`src/rtl/reaction_pkg.sv`:
```
// Shared constants for the reaction timer game controller.
package reaction_pkg;

    localparam int TIME_W_DEFAULT = 16;

    localparam logic [2:0] ST_IDLE  = 3'd0;
    localparam logic [2:0] ST_DELAY = 3'd1;
    localparam logic [2:0] ST_ARMED = 3'd2;
    localparam logic [2:0] ST_DONE  = 3'd3;
    localparam logic [2:0] ST_FOUL  = 3'd4;

    // Marker for "no best score yet"; the top rebuilds it at its own width.
    localparam logic [TIME_W_DEFAULT-1:0] BEST_NONE = '1;

endpackage

```
`src/rtl/ms_prescaler.sv`:
```
// Millisecond tick generator: one-cycle tick every CLK_PER_MS clocks, restartable via clr.
module ms_prescaler #(
    parameter int CLK_PER_MS = 50000
) (
    input  logic clk,
    input  logic areset,
    input  logic clr,
    output logic tick
);

    localparam int CNT_W = (CLK_PER_MS > 1) ? $clog2(CLK_PER_MS) : 1;
    localparam logic [CNT_W-1:0] CNT_LAST = CNT_W'(CLK_PER_MS - 1);

    logic [CNT_W-1:0] count_reg;
    logic [CNT_W-1:0] count_next;

    assign tick = (count_reg == CNT_LAST);

    always_comb begin
        count_next = count_reg + 1'b1;
        if (clr || tick) begin
            count_next = '0;
        end
    end

    always_ff @(posedge clk or posedge areset) begin
        if (areset) begin
            count_reg <= '0;
        end else begin
            count_reg <= count_next;
        end
    end

endmodule

```
`src/rtl/reaction_ctrl.sv`:
```
// Reaction timer game FSM: random delay, stimulus LED, reaction measurement,
// false-start / timeout detection and best-score tracking.
module reaction_ctrl
    import reaction_pkg::*;
#(
    parameter int CLK_PER_MS = 50000,
    parameter int TIME_W     = TIME_W_DEFAULT,
    parameter int TIMEOUT_MS = 9999
) (
    input  logic              clk,
    input  logic              areset,
    input  logic              start,
    input  logic              react,
    input  logic [TIME_W-1:0] rnd,
    output logic              lfsr_hold,
    output logic              led,
    output logic [TIME_W-1:0] result_ms,
    output logic              result_valid,
    output logic              false_start,
    output logic              timeout,
    output logic [TIME_W-1:0] best_ms,
    output logic [2:0]        state_dbg
);

    localparam logic [TIME_W-1:0] BEST_INIT   = {TIME_W{1'b1}};
    localparam logic [TIME_W-1:0] TIMEOUT_VAL = TIME_W'(TIMEOUT_MS);
    localparam logic [TIME_W-1:0] CNT_ONE     = TIME_W'(1);

    logic [2:0]        state_reg, state_next;
    logic [TIME_W-1:0] delay_cnt_reg, delay_cnt_next;
    logic [TIME_W-1:0] react_cnt_reg, react_cnt_next;
    logic [TIME_W-1:0] result_reg, result_next;
    logic [TIME_W-1:0] best_reg, best_next;
    logic              valid_reg, valid_next;
    logic              false_reg, false_next;
    logic              timeout_reg, timeout_next;
    logic [TIME_W-1:0] react_inc;
    logic              tick;
    logic              clr;

    // Restarting the prescaler on every transition aligns ticks to state entry.
    assign clr = (state_next != state_reg);

    ms_prescaler #(
        .CLK_PER_MS(CLK_PER_MS)
    ) u_prescaler (
        .clk   (clk),
        .areset(areset),
        .clr   (clr),
        .tick  (tick)
    );

    always_comb begin
        state_next     = state_reg;
        delay_cnt_next = delay_cnt_reg;
        react_cnt_next = react_cnt_reg;
        result_next    = result_reg;
        best_next      = best_reg;
        valid_next     = valid_reg;
        false_next     = false_reg;
        timeout_next   = timeout_reg;
        react_inc      = react_cnt_reg + 1'b1;

        case (state_reg)
            ST_IDLE, ST_DONE, ST_FOUL: begin
                if (start) begin
                    delay_cnt_next = (rnd == '0) ? CNT_ONE : rnd;
                    valid_next     = 1'b0;
                    false_next     = 1'b0;
                    timeout_next   = 1'b0;
                    state_next     = ST_DELAY;
                end
            end

            ST_DELAY: begin
                if (react) begin
                    false_next = 1'b1;
                    state_next = ST_FOUL;
                end else if (tick) begin
                    if (delay_cnt_reg == CNT_ONE) begin
                        react_cnt_next = '0;
                        state_next     = ST_ARMED;
                    end else begin
                        delay_cnt_next = delay_cnt_reg - 1'b1;
                    end
                end
            end

            ST_ARMED: begin
                if (react) begin
                    // A coinciding tick is dropped: the reported time is the pre-increment count.
                    result_next = react_cnt_reg;
                    valid_next  = 1'b1;
                    if (react_cnt_reg < best_reg) begin
                        best_next = react_cnt_reg;
                    end
                    state_next = ST_DONE;
                end else if (tick) begin
                    react_cnt_next = react_inc;
                    if (react_inc == TIMEOUT_VAL) begin
                        timeout_next = 1'b1;
                        result_next  = TIMEOUT_VAL;
                        state_next   = ST_DONE;
                    end
                end
            end

            default: begin
                state_next = ST_IDLE;
            end
        endcase
    end

    always_ff @(posedge clk or posedge areset) begin
        if (areset) begin
            state_reg     <= ST_IDLE;
            delay_cnt_reg <= '0;
            react_cnt_reg <= '0;
            result_reg    <= '0;
            best_reg      <= BEST_INIT;
            valid_reg     <= 1'b0;
            false_reg     <= 1'b0;
            timeout_reg   <= 1'b0;
        end else begin
            state_reg     <= state_next;
            delay_cnt_reg <= delay_cnt_next;
            react_cnt_reg <= react_cnt_next;
            result_reg    <= result_next;
            best_reg      <= best_next;
            valid_reg     <= valid_next;
            false_reg     <= false_next;
            timeout_reg   <= timeout_next;
        end
    end

    assign led          = (state_reg == ST_ARMED);
    assign lfsr_hold    = (state_reg == ST_DELAY) || (state_reg == ST_ARMED);
    assign state_dbg    = state_reg;
    assign result_ms    = result_reg;
    assign result_valid = valid_reg;
    assign false_start  = false_reg;
    assign timeout      = timeout_reg;
    assign best_ms      = best_reg;

endmodule
```
`config.mk`:
```
export PLATFORM = sky130hd
export DESIGN_NAME = reaction_ctrl
export DESIGN_NICKNAME = d
export VERILOG_FILES = /design/src/rtl/reaction_pkg.sv /design/src/rtl/ms_prescaler.sv /design/src/rtl/reaction_ctrl.sv
export SDC_FILE = /design/constraint.sdc
export NUM_CORES = 1
export LEC_CHECK = 0
export CAP_MARGIN = 15
export CORE_ASPECT_RATIO = 0.6
export CORE_MARGIN = 5
export CORE_UTILIZATION = 60
export CTS_CLUSTER_DIAMETER = 80
export DETAILED_ROUTE_END_ITERATION = 7
export HOLD_SLACK_MARGIN = 0.15
export PLACE_DENSITY = 0.85
export SLEW_MARGIN = 20
export SYNTH_ARGS = -nofsm -noshare
export SYNTH_HDL_FRONTEND = slang
export SYNTH_SLANG_ARGS = --single-unit
```
`constraint.sdc`:
```
create_clock -name clk -period 4.2 [get_ports clk]
set_clock_uncertainty 0.05 [all_clocks]
set_input_delay 0.84 -clock clk [delete_from_list [all_inputs] [get_ports clk]]
set_output_delay 0.84 -clock clk [all_outputs]
set_load 0.005 [all_outputs]
```
==> run summary <==
CP Capture Type -> primary output
DRT antenna net count -> 0
Total CTS buffers -> 9
Grt total ovfl -> 0
Share of cells above drive strength 1 -> 10.7%
Pleak -> 0.00235 uW
Antenna Cells -> 0
DP HPWL -> 8720 um
Post-synth EDFFs -> 0
Synth unique cells -> 60
Syn Nets -> 574
Synthesized area -> 4860 sq um
Setup repair bufs after CTS -> 0
Cell with the most instances after synthesis -> dfrtp_1
Routed vias -> 4287
Longest Clk Path Bufs -> 2
Num ports -> 60
DR WL/cell -> 17.6 um
VDD IR max -> 0.269 mV
Clk network pwr share -> 37.4%
Die height -> 79.7 um
Pre-antenna DRT Iters -> 4
Placed Instances -> 681
Synth Area in XOR/XNOR -> 3.79%
Max-cap violations -> 0
Syn Inst Count -> 534
DIE AREA -> 10100 sq um
Worst Setup Path Type -> reg -> out
Int Power -> 1550 uW
Post-synthesis mux area share -> 4.69%
CP Data Required Time -> 3.31 ns
Yosys warning count -> 0
Syn Area/Cell -> 9.10 sq um
CTS H-tree lvls -> 3
Initial cell density of the core -> 61.6%
Clock transition at path regs -> 0.06 ns
Post-synthesis adder-cell area fraction -> 5.15%
Flip-flop and latch area -> 2170 sq um
Placed cell area -> 5530 sq um
Combinational Power Share -> 15.4%
CTS tree -> done
Psw -> 619 uW
DRT Wirelength -> 12300 um
Max Clk Rate -> 312 MHz
Layout net count -> 624
Largest family of logic cells by synthesized area -> simple AND/OR/NAND/NOR gates
Post-synth top area cell -> dfrtp_1
Synth Register Bits -> 86
PortBufs -> 59
Crit path launch type -> register
Area share of the largest cell type after synthesis -> 36.1%
Arr. time, crit path -> 2.31 ns
Fin. Hold Viols -> 0
Die width -> 126 um
Multi-input logic area -> 2490 sq um
Final Slew Violations -> 0
Number of sinks driven by the clock tree -> 86
Slew @ Worst Pin -> 1.05 ns
Compound-cell area share of the yosys netlist -> 16.0%
Largest net degree at the start of global routing -> 47
Status -> complete, no violations
Ys async rst share -> 100%
Residual DRC -> 0
Clock insertion delay at the later pin of the skew report -> 0.34 ns
Flop pwr share -> 47.2%
HP Class -> reg -> reg
Number of global-route vias before repair -> 4075
Number of gates resized after cts -> 0
Final number of setup-violating endpoints -> 0
Final non-filler cell total -> 697
Initial antenna violation count -> 0
Fill cells -> 574
Synth Area in Simple Gates -> 21.5%
Core Area -> 7880 sq um
Gr usage total -> 25.2%
Layout area overhead -> 20.0%
Fin crit share -> 76.3%
RSZ-0062 raised after global routing -> no
Max FO, Critical Path -> 14
Max-slew headroom -> 29.8%
Synth top area cells -> dfrtp_1, dfstp_2, nor2_1, ha_1, o21ai_0
CTS Hold Bufs -> 0
Post-synth top cells -> dfrtp_1, nor2_1, nand2_1
DR iter-0 viols -> 409
Net Sw Frac -> 28.6%
Ys flop type -> dfrtp_1
DR vias/cell -> 6.15
Crit path time final -> 3.20 ns
GP Congestion -> 0.909
Setup TNS -> 0 ns
PwrDens -> 371 nW/um^2
First-pass GRT wire length -> 20100 um
Sequential fraction of the synthesis area -> 44.7%
Root buf cell -> clkbuf_16
Post-route cell area -> 5830 sq um
Rows -> 25
## cells by family (layout without fill, tap and decap cells)
family                   Yosys count  after routing
AO/OA/AOI/OAI                    130            130
adder cells (fa/ha/maj)           20             20
XOR/XNOR                          21             21
flip-flops                        86             86
AND/OR/NAND/NOR                  214            214
buffers and inverters             46            101
multiplexers                      17             17
## final timing paths
check | start | to | slack (ns) | cells past startpoint
worst max-delay path | state_dbg[0]$_DFF_PP0_ | lfsr_hold | 1.0 | 3
worst min-delay path | u_prescaler.count_reg[0]$_DFF_PP0_ | u_prescaler.count_reg[0]$_DFF_PP0_ | 0.47 | 1
worst max register to register | react_cnt_reg[1]$_DFFE_PP0P_ | result_ms[5]$_DFFE_PP0P_ | 1.26 | 7
worst min register to register | u_prescaler.count_reg[0]$_DFF_PP0_ | u_prescaler.count_reg[0]$_DFF_PP0_ | 0.47 | 1
max in group asynchronous | areset | u_prescaler.count_reg[3]$_DFF_PP0_ | 2.53 | 3
min in group asynchronous | areset | delay_cnt_reg[1]$_DFFE_PP0P_ | 0.90 | 2
## through the flow
| stage | utilization (%) | power, uW | setup slack (ns) | hold WS [ns] |
|---|---|---|---|---|
| final | 74.0 | 2160 | 0.997 | 0.468 |
| after global routing | 74.0 | 2270 | 0.891 | 0.500 |
| after CTS | 74.0 | 2170 | 1.01 | 0.466 |
| after detailed placement | 70.1 | 1360 | 1.08 | 0.452 |
| after global placement | 70.1 | 1330 | 1.22 | 0.433 |
| after floorplan | - | 1220 | 1.11 | 0.411 |
## critical path, cell delays in order, from the launching register on
cell and delay, ns:
dfrtp_1 0.60, or3b_2 0.67, o21ai_0 0.16, clkdlybuf4s50_1 0.54
## routing by layer
metal	vias up	global-route usage [%]	routed length (um)
met3	23	6.62	1100
li1	1982	-	-
met2	207	38.3	5480
met5	-	0	0
met4	0	8.14	197
met1	2075	35.6	5470
## cell type report
cell class / instances / share of cell area, %
Clock buffer: 13 / 4.46
Clock inverter: 3 / 0.730
Inverter: 20 / 1.31
Multi-Input combinational cell: 402 / 42.8
Sequential cell: 86 / 37.3
Tap cell: 108 / 2.32
Timing Repair Buffer: 65 / 11.1
## placed cells by master, fill, tap and decap left out, types with 16 or more instances in the layout
cell and instances:
nand3_1 18, o21ai_0 49, clkdlybuf4s50_1 59, a21oi_1 48
nor2_1 68, nand2_1 54, dfrtp_1 70, dfstp_2 16
inv_1 19, ha_1 20
## power by group through the flow
stage          Clock, uW  Sequential (uW)  Combinational (uW)
4_1_cts              822             1020                 329
6_report             810             1020                 334
3_3_place_gp           0             1020                 308
2_1_floorplan          0              994                 230
5_1_grt              864             1030                 371
3_5_place_dp           0             1030                 328
Note: power is estimated with default switching activity, not from simulation.
